File: config.mk
export PLATFORM = sky130hd
export DESIGN_NAME = mod_stream_sched
export DESIGN_NICKNAME = d
export VERILOG_FILES = /design/src/rtl/mod_sched_pkg.sv /design/src/rtl/mod_rr_arb2.sv /design/src/rtl/mod_stream_sched.sv
export SDC_FILE = /design/constraint.sdc
export NUM_CORES = 1
export LEC_CHECK = 0
export ABC_AREA = 1
export CORE_MARGIN = 5
export CORE_UTILIZATION = 35
export DETAILED_ROUTE_END_ITERATION = 6
export DONT_BUFFER_PORTS = 1
export PLACE_DENSITY = 0.6
export SLEW_MARGIN = 40
export SYNTH_ARGS = -nofsm -noshare
export SYNTH_HDL_FRONTEND = slang
export SYNTH_SLANG_ARGS = --single-unit
File: constraint.sdc
create_clock -name m00_axis_aclk -period 4.85 [get_ports m00_axis_aclk]
set_input_delay 0.7275 -clock m00_axis_aclk [delete_from_list [all_inputs] [get_ports m00_axis_aclk]]
set_output_delay 0.7275 -clock m00_axis_aclk [all_outputs]
set_load 0.05 [all_outputs]
File: src/rtl/mod_sched_pkg.sv
// mod_sched_pkg
// Shared definitions for the modulator input frame scheduler:
//   - scheduler state encoding
//   - default widths for data, length/gap fields and the frame counter
//   - source identifier type and the two-way round-robin pick helper
package mod_sched_pkg;

  localparam int DATA_WIDTH_DEF = 32;
  localparam int LEN_WIDTH_DEF  = 16;
  localparam int CNT_WIDTH_DEF  = 32;
  localparam int NUM_SRC        = 2;

  typedef enum logic [1:0] {
    IDLE = 2'd0,
    XFER = 2'd1,
    GAP  = 2'd2
  } sched_state_t;

  // One bit identifies source 0 or source 1.
  typedef logic src_id_t;

  // With both sources requesting, the one not served last wins;
  // otherwise the lone requester wins.
  function automatic src_id_t rr_pick(input src_id_t last_grant, input logic [1:0] req);
    src_id_t pick;
    if (req[0] && req[1]) begin
      pick = ~last_grant;
    end else if (req[1]) begin
      pick = 1'b1;
    end else begin
      pick = 1'b0;
    end
    return pick;
  endfunction

endpackage

File: src/rtl/mod_rr_arb2.sv
// mod_rr_arb2
// Two-requester round-robin arbiter with a last-grant register.
// Ports:
//   clk        - clock
//   srst       - synchronous active-high reset; last grant returns to 0,
//                so requester 1 holds first priority afterwards
//   enable     - permits a grant this cycle
//   req        - request vector, one bit per requester
//   grant_stb  - single-cycle strobe: a grant is issued this cycle
//   last_grant - requester granted most recently (updates on the strobe edge)
module mod_rr_arb2
  import mod_sched_pkg::*;
(
  input  logic       clk,
  input  logic       srst,
  input  logic       enable,
  input  logic [1:0] req,
  output logic       grant_stb,
  output src_id_t    last_grant
);

  src_id_t last_grant_reg;
  src_id_t grant_sel;

  assign grant_stb = enable & (|req);
  assign grant_sel = rr_pick(last_grant_reg, req);

  always_ff @(posedge clk) begin
    if (srst) begin
      last_grant_reg <= 1'b0;
    end else if (grant_stb) begin
      last_grant_reg <= grant_sel;
    end
  end

  assign last_grant = last_grant_reg;

endmodule

File: src/rtl/mod_stream_sched.sv
// mod_stream_sched
// Frame scheduler sharing the modulator's single AXI-Stream input between
// two AXI-Stream sources. Sources are granted round-robin per frame; a
// frame closes on the programmed beat count or on the source tlast,
// whichever comes first, and is followed by a programmable idle gap.
// Ports:
//   m00_axis_aclk / m00_axis_areset - clock, synchronous active-high reset
//   cfg_enable     - permits new grants (only looked at while idle)
//   cfg_frame_len  - beats per frame (0 behaves as 1)
//   cfg_gap        - idle cycles inserted after each frame
//   s00_axis_*     - source 0 stream (tdata/tstrb/tlast/tvalid in, tready out)
//   s01_axis_*     - source 1 stream
//   m00_axis_*     - stream towards the modulator
//   grant_id       - source currently or most recently granted
//   busy           - transferring a frame or inserting the gap
//   frame_cnt      - completed frames, wraps
module mod_stream_sched
  import mod_sched_pkg::*;
#(
  parameter int DATA_WIDTH = DATA_WIDTH_DEF,
  parameter int LEN_WIDTH  = LEN_WIDTH_DEF,
  parameter int CNT_WIDTH  = CNT_WIDTH_DEF
) (
  input  logic                    m00_axis_aclk,
  input  logic                    m00_axis_areset,
  input  logic                    cfg_enable,
  input  logic [LEN_WIDTH-1:0]    cfg_frame_len,
  input  logic [LEN_WIDTH-1:0]    cfg_gap,
  input  logic [DATA_WIDTH-1:0]   s00_axis_tdata,
  input  logic [DATA_WIDTH/8-1:0] s00_axis_tstrb,
  input  logic                    s00_axis_tlast,
  input  logic                    s00_axis_tvalid,
  output logic                    s00_axis_tready,
  input  logic [DATA_WIDTH-1:0]   s01_axis_tdata,
  input  logic [DATA_WIDTH/8-1:0] s01_axis_tstrb,
  input  logic                    s01_axis_tlast,
  input  logic                    s01_axis_tvalid,
  output logic                    s01_axis_tready,
  output logic [DATA_WIDTH-1:0]   m00_axis_tdata,
  output logic [DATA_WIDTH/8-1:0] m00_axis_tstrb,
  output logic                    m00_axis_tlast,
  output logic                    m00_axis_tvalid,
  input  logic                    m00_axis_tready,
  output logic                    grant_id,
  output logic                    busy,
  output logic [CNT_WIDTH-1:0]    frame_cnt
);

  localparam int STRB_WIDTH = DATA_WIDTH / 8;

  // Sources gathered into arrays so the grant id can index them directly.
  logic [DATA_WIDTH-1:0] src_tdata [NUM_SRC];
  logic [STRB_WIDTH-1:0] src_tstrb [NUM_SRC];
  logic [NUM_SRC-1:0]    src_tvalid;
  logic [NUM_SRC-1:0]    src_tlast;
  logic [NUM_SRC-1:0]    src_tready;

  assign src_tdata[0]  = s00_axis_tdata;
  assign src_tdata[1]  = s01_axis_tdata;
  assign src_tstrb[0]  = s00_axis_tstrb;
  assign src_tstrb[1]  = s01_axis_tstrb;
  assign src_tvalid    = {s01_axis_tvalid, s00_axis_tvalid};
  assign src_tlast     = {s01_axis_tlast, s00_axis_tlast};
  assign s00_axis_tready = src_tready[0];
  assign s01_axis_tready = src_tready[1];

  sched_state_t         state_reg, state_next;
  logic [LEN_WIDTH-1:0] len_reg, len_next;
  logic [LEN_WIDTH-1:0] gap_reg, gap_next;
  logic [LEN_WIDTH-1:0] beat_cnt_reg, beat_cnt_next;
  logic [LEN_WIDTH-1:0] gap_cnt_reg, gap_cnt_next;
  logic [CNT_WIDTH-1:0] frame_cnt_reg, frame_cnt_next;

  logic    arb_enable;
  logic    grant_stb;
  src_id_t last_grant;

  // Grants are only considered while idle; reset overrides everything.
  assign arb_enable = (state_reg == IDLE) & cfg_enable & ~m00_axis_areset;

  mod_rr_arb2 u_arb (
    .clk        (m00_axis_aclk),
    .srst       (m00_axis_areset),
    .enable     (arb_enable),
    .req        (src_tvalid),
    .grant_stb  (grant_stb),
    .last_grant (last_grant)
  );

  // The arbiter's last-grant register already holds the owner once XFER
  // is entered, so it doubles as the mux select.
  logic xfer_act;
  logic sel_tvalid;
  logic sel_tlast;
  logic frame_last;
  logic beat_done;

  assign xfer_act   = (state_reg == XFER) & ~m00_axis_areset;
  assign sel_tvalid = src_tvalid[last_grant];
  assign sel_tlast  = src_tlast[last_grant];
  // len_reg is never 0, so len_reg-1 cannot underflow.
  assign frame_last = (beat_cnt_reg == (len_reg - LEN_WIDTH'(1))) | sel_tlast;
  assign beat_done  = xfer_act & sel_tvalid & m00_axis_tready;

  // State register
  always_ff @(posedge m00_axis_aclk) begin
    if (m00_axis_areset) begin
      state_reg     <= IDLE;
      len_reg       <= LEN_WIDTH'(1);
      gap_reg       <= '0;
      beat_cnt_reg  <= '0;
      gap_cnt_reg   <= '0;
      frame_cnt_reg <= '0;
    end else begin
      state_reg     <= state_next;
      len_reg       <= len_next;
      gap_reg       <= gap_next;
      beat_cnt_reg  <= beat_cnt_next;
      gap_cnt_reg   <= gap_cnt_next;
      frame_cnt_reg <= frame_cnt_next;
    end
  end

  // Next-state logic
  always_comb begin
    state_next     = state_reg;
    len_next       = len_reg;
    gap_next       = gap_reg;
    beat_cnt_next  = beat_cnt_reg;
    gap_cnt_next   = gap_cnt_reg;
    frame_cnt_next = frame_cnt_reg;
    unique case (state_reg)
      IDLE: begin
        if (grant_stb) begin
          // Frame parameters are frozen here so later config writes
          // only affect the next frame.
          len_next      = (cfg_frame_len == '0) ? LEN_WIDTH'(1) : cfg_frame_len;
          gap_next      = cfg_gap;
          beat_cnt_next = '0;
          state_next    = XFER;
        end
      end
      XFER: begin
        if (beat_done) begin
          if (frame_last) begin
            frame_cnt_next = frame_cnt_reg + CNT_WIDTH'(1);
            beat_cnt_next  = '0;
            if (gap_reg != '0) begin
              gap_cnt_next = gap_reg;
              state_next   = GAP;
            end else begin
              state_next = IDLE;
            end
          end else begin
            beat_cnt_next = beat_cnt_reg + LEN_WIDTH'(1);
          end
        end
      end
      GAP: begin
        // Entered with gap_cnt = gap, leaving on 1 gives exactly gap cycles.
        gap_cnt_next = gap_cnt_reg - LEN_WIDTH'(1);
        if (gap_cnt_reg == LEN_WIDTH'(1)) begin
          state_next = IDLE;
        end
      end
      default: begin
        state_next = IDLE;
      end
    endcase
  end

  // Output logic
  always_comb begin
    m00_axis_tdata  = '0;
    m00_axis_tstrb  = '0;
    m00_axis_tvalid = 1'b0;
    m00_axis_tlast  = 1'b0;
    busy            = 1'b0;
    if (xfer_act) begin
      m00_axis_tdata  = src_tdata[last_grant];
      m00_axis_tstrb  = src_tstrb[last_grant];
      m00_axis_tvalid = sel_tvalid;
      m00_axis_tlast  = frame_last;
    end
    if (!m00_axis_areset && (state_reg != IDLE)) begin
      busy = 1'b1;
    end
  end

  // Only the owner sees the modulator's ready; the other source is held off.
  for (genvar gi = 0; gi < NUM_SRC; gi++) begin : g_ready
    assign src_tready[gi] = xfer_act & (last_grant == src_id_t'(gi)) & m00_axis_tready;
  end

  assign grant_id  = last_grant;
  assign frame_cnt = frame_cnt_reg;

endmodule

==> summary.md <==
| Metric | Value |
|---|---|
| Buf/Inv on CP | 2 |
| Logic pwr share | 0.202 |
| Count leader, synth | nand2_1 |
| CTS tree | done |
| Cells on worst reg2reg path | 12 |
| Initial antenna violation count | 0 |
| Post-cts sizing count | 0 |
| Total power | 1.98 mW |
| Clock buffer count from CTS | 9 |
| Critical Path RT | 4120 ps |
| Critical path type | register to output pin |
| # Max-Cap Violations | 0 |
| CP peak stage delay | 560 ps |
| Crit end category | output pin |
| Async SR Flop Fraction | 0 |
| Flop pwr share | 0.443 |
| Post CTS Setup Buffer Count | 0 |
| Die area | 20100 µm² |
| Synthesized Nets | 1034 |
| First-pass GRT wire length | 30.2 mm |
| Synth-to-layout area growth | 7.05% |
| Cell repeated most along the worst path | nand2_1 |
| CP Cell Sequence | inv_2 -> ha_1 -> nand3_2 -> nor2_2 -> nand3_1 -> nand2_1 -> nand2_1 -> inv_1 -> nand2_1 -> nor2_1 -> nand2_2 -> a21boi_2 |
| R2R Setup Slk | 1760 ps |
| PD cells | 304 nW/µm² |
| Top-area cell type share of the netlist area | 0.325 |
| Syn Area/Cell | 6.64 µm² |
| Initial Utilization | 0.355 |
| Drt drc | 0 |
| Most used DFF post-synth | dfxtp_1 |
| Worst Clk Skew | 11.6 ps |
| WHS Path Cells | 1 |
| CP Launch Type | register |
| Die H | 142 µm |
| Worst Setup Slack, final | 1660 ps |
| Min-delay src | m00_axis_areset |
| Cells after DPL | 1110 |
| Placer Congestion | 0.912 |
| Slew HR | 0.509 |
| Final Hold Viols | 0 |
| Final worst path period need | 3190 ps |
| Design Area, Final | 6520 µm² |
| Top cell type by total area after synthesis | dfxtp_1 |
| RSZ-0062 raised after global routing | no |
| Dpl ws | 1510 ps |
| Met3 Use GR | 0.0391 |
| Leakage power | 2.50 nW |
| Global routing's busiest layer | met2 |
| Internal | 1.31 mW |
| Net load switching power | 0.668 mW |
| Clock sinks | 99 |
| Post-route insts no fill | 1126 |
| DRT iter0 DRCs | 294 |
| Max reg flops | 32 |
| Hold buffer count at cts | 0 |
| HP Class | input pin to register |
| Gr ovfl total | 0 |
| Core Footprint | 17200 µm² |
| Worst ir drop on vdd | 0.000158 V |
| Commonest cells post-synth | nand2_1, nor2_1, dfxtp_1, inv_1, a21oi_1 |
| Share of power burned in the clock network | 0.354 |
| Setup TNS | 0 ps |
| Seq/Total Area, Yosys | 0.325 |
| Worst Path Max Fanout | 7 |
| Post-synthesis cell count | 917 |
| Gr usage total | 0.191 |
| Core Util, Final | 0.380 |
| Final setup viols | 0 |
| R2R Path End | beat_cnt_reg[15] |
| Die Wd | 142 µm |
| Later-pin clock latency in the skew report | 360 ps |
| CP delay by family, top | simple AND/OR/NAND/NOR gates |
| Maximum buffer depth of the clock tree | 2 |
| R2r startpoint | u_arb.last_grant |
| ANT cells | 0 |
| Fin nets | 1013 |
| Clk root buf | clkbuf_16 |
| Cell Area, Placed | 6230 µm² |
| Port Buffers | 0 |
| Ys Warns | 0 |
| Vias | 5917 |
| Hold Crit Endpoint | len_reg[9] |
| Worst Hold Slack | 443 ps |
| Dpl hpwl | 15.7 mm |
| Drt total wl | 19.9 mm |
| Status | completed |
| Netlist cell types | 45 |
| Yosys reg bits | 99 |
| # IOs | 186 |
| Final ANT Viol Nets | 0 |
| CP Depth | 12 |
| Met2 usage | 0.347 |
| Vias in the first global route | 5444 |
| GRT met1 Usage | 0.230 |
| # rows | 48 |
| Net Sw Frac | 0.337 |
| Period utilization | 0.658 |
| Post-synth EDFFs | 0 |
| Routed WL per cell | 17.7 µm |
| Slowest CP cell | a21boi_2 |
| Drt pass-1 iters | 5 |
| Largest net degree at the start of global routing | 62 |
| Layout cells sized above 1 | 0.0544 |
| Crit path DAT | 2460 ps |
| Reg clk slew, reported paths | 70 ps |
| CTS H-tree depth | 3 |
| Synth area leaders | dfxtp_1, nand2_1, nor2_1, a21oi_1, xor2_1 |
| Post-Syn Area | 6090 µm² |
| Maximum clock frequency | 313 MHz |
| Via density per instance | 5.25 |
| Max-slew violations | 0 |
| Slew at the pin with the worst max-slew slack | 736 ps |
==> cells in the final DEF, fill, tap and decap left out, drive strengths merged, types with 2 or more instances in the layout <==
cell and n:
dfxtp 99, clkinv 2, or2 2, nor2 121, nand3b 3, a31o 2, a211oi 8, a21oi 75
a22o 36, nand2 228, ha 5, inv 99, clkbuf 9, buf 4, nand3 35, o21ai 39
nor4 16, xnor2 16, nand4 24, nor3 27, xor2 39, clkinvlp 2
==> cell families (layout without fill, tap and decap cells) <==
| family | count (synthesis) | after routing | share of synthesized area |
|---|---|---|---|
| XOR/XNOR | 55 | 55 | 0.0791 |
| AO/OA/AOI/OAI | 168 | 168 | 0.169 |
| buffers and inverters | 132 | 116 | 0.0883 |
| AND/OR/NAND/NOR | 457 | 457 | 0.326 |
| multiplexers | 1 | 1 | 0.00164 |
| adder cells (fa/ha/maj) | 5 | 5 | 0.0103 |
| flip-flops | 99 | 99 | 0.325 |
==> area by class of cell <==
cell class                      count  area [µm²]
Tap cell                          225         282
Timing Repair Buffer                4        30.0
Multi-Input combinational cell    686        3580
Clock inverter                      7        58.8
Sequential cell                    99        1980
Inverter                           96         363
Fill cell                        1830       10700
Clock buffer                        9         225
==> power by group through the flow <==
stage               combinational (mW)  clock, mW  sequential (mW)
finish                           0.401      0.703            0.879
global route                     0.449      0.756            0.883
CTS                              0.402      0.723            0.878
detailed placement               0.400          0            0.897
global placement                 0.397          0            0.897
floorplan                        0.344          0            0.888
==> metal layers <==
layer / vias to the layer above / part of all wire
li1: 2992 / -
met1: 2701 / 0.42
met2: 202 / 0.50
met3: 22 / 0.066
met4: 0 / 0.014
met5: - / 0
==> worst max path at each step <==
stage | slack [ps] | from | endpoint
detailed placement | 1510 | m00_axis_areset | beat_cnt_reg[15]
global route | 1430 | state_reg[1] | beat_cnt_reg[6]
global placement | 1670 | m00_axis_areset | beat_cnt_reg[15]
floorplan | 1640 | len_reg[0] | m00_axis_tlast
CTS | 1610 | u_arb.last_grant | m00_axis_tdata[22]
finish | 1660 | len_reg[0] | m00_axis_tlast
Power figures use the tool's default switching activity.
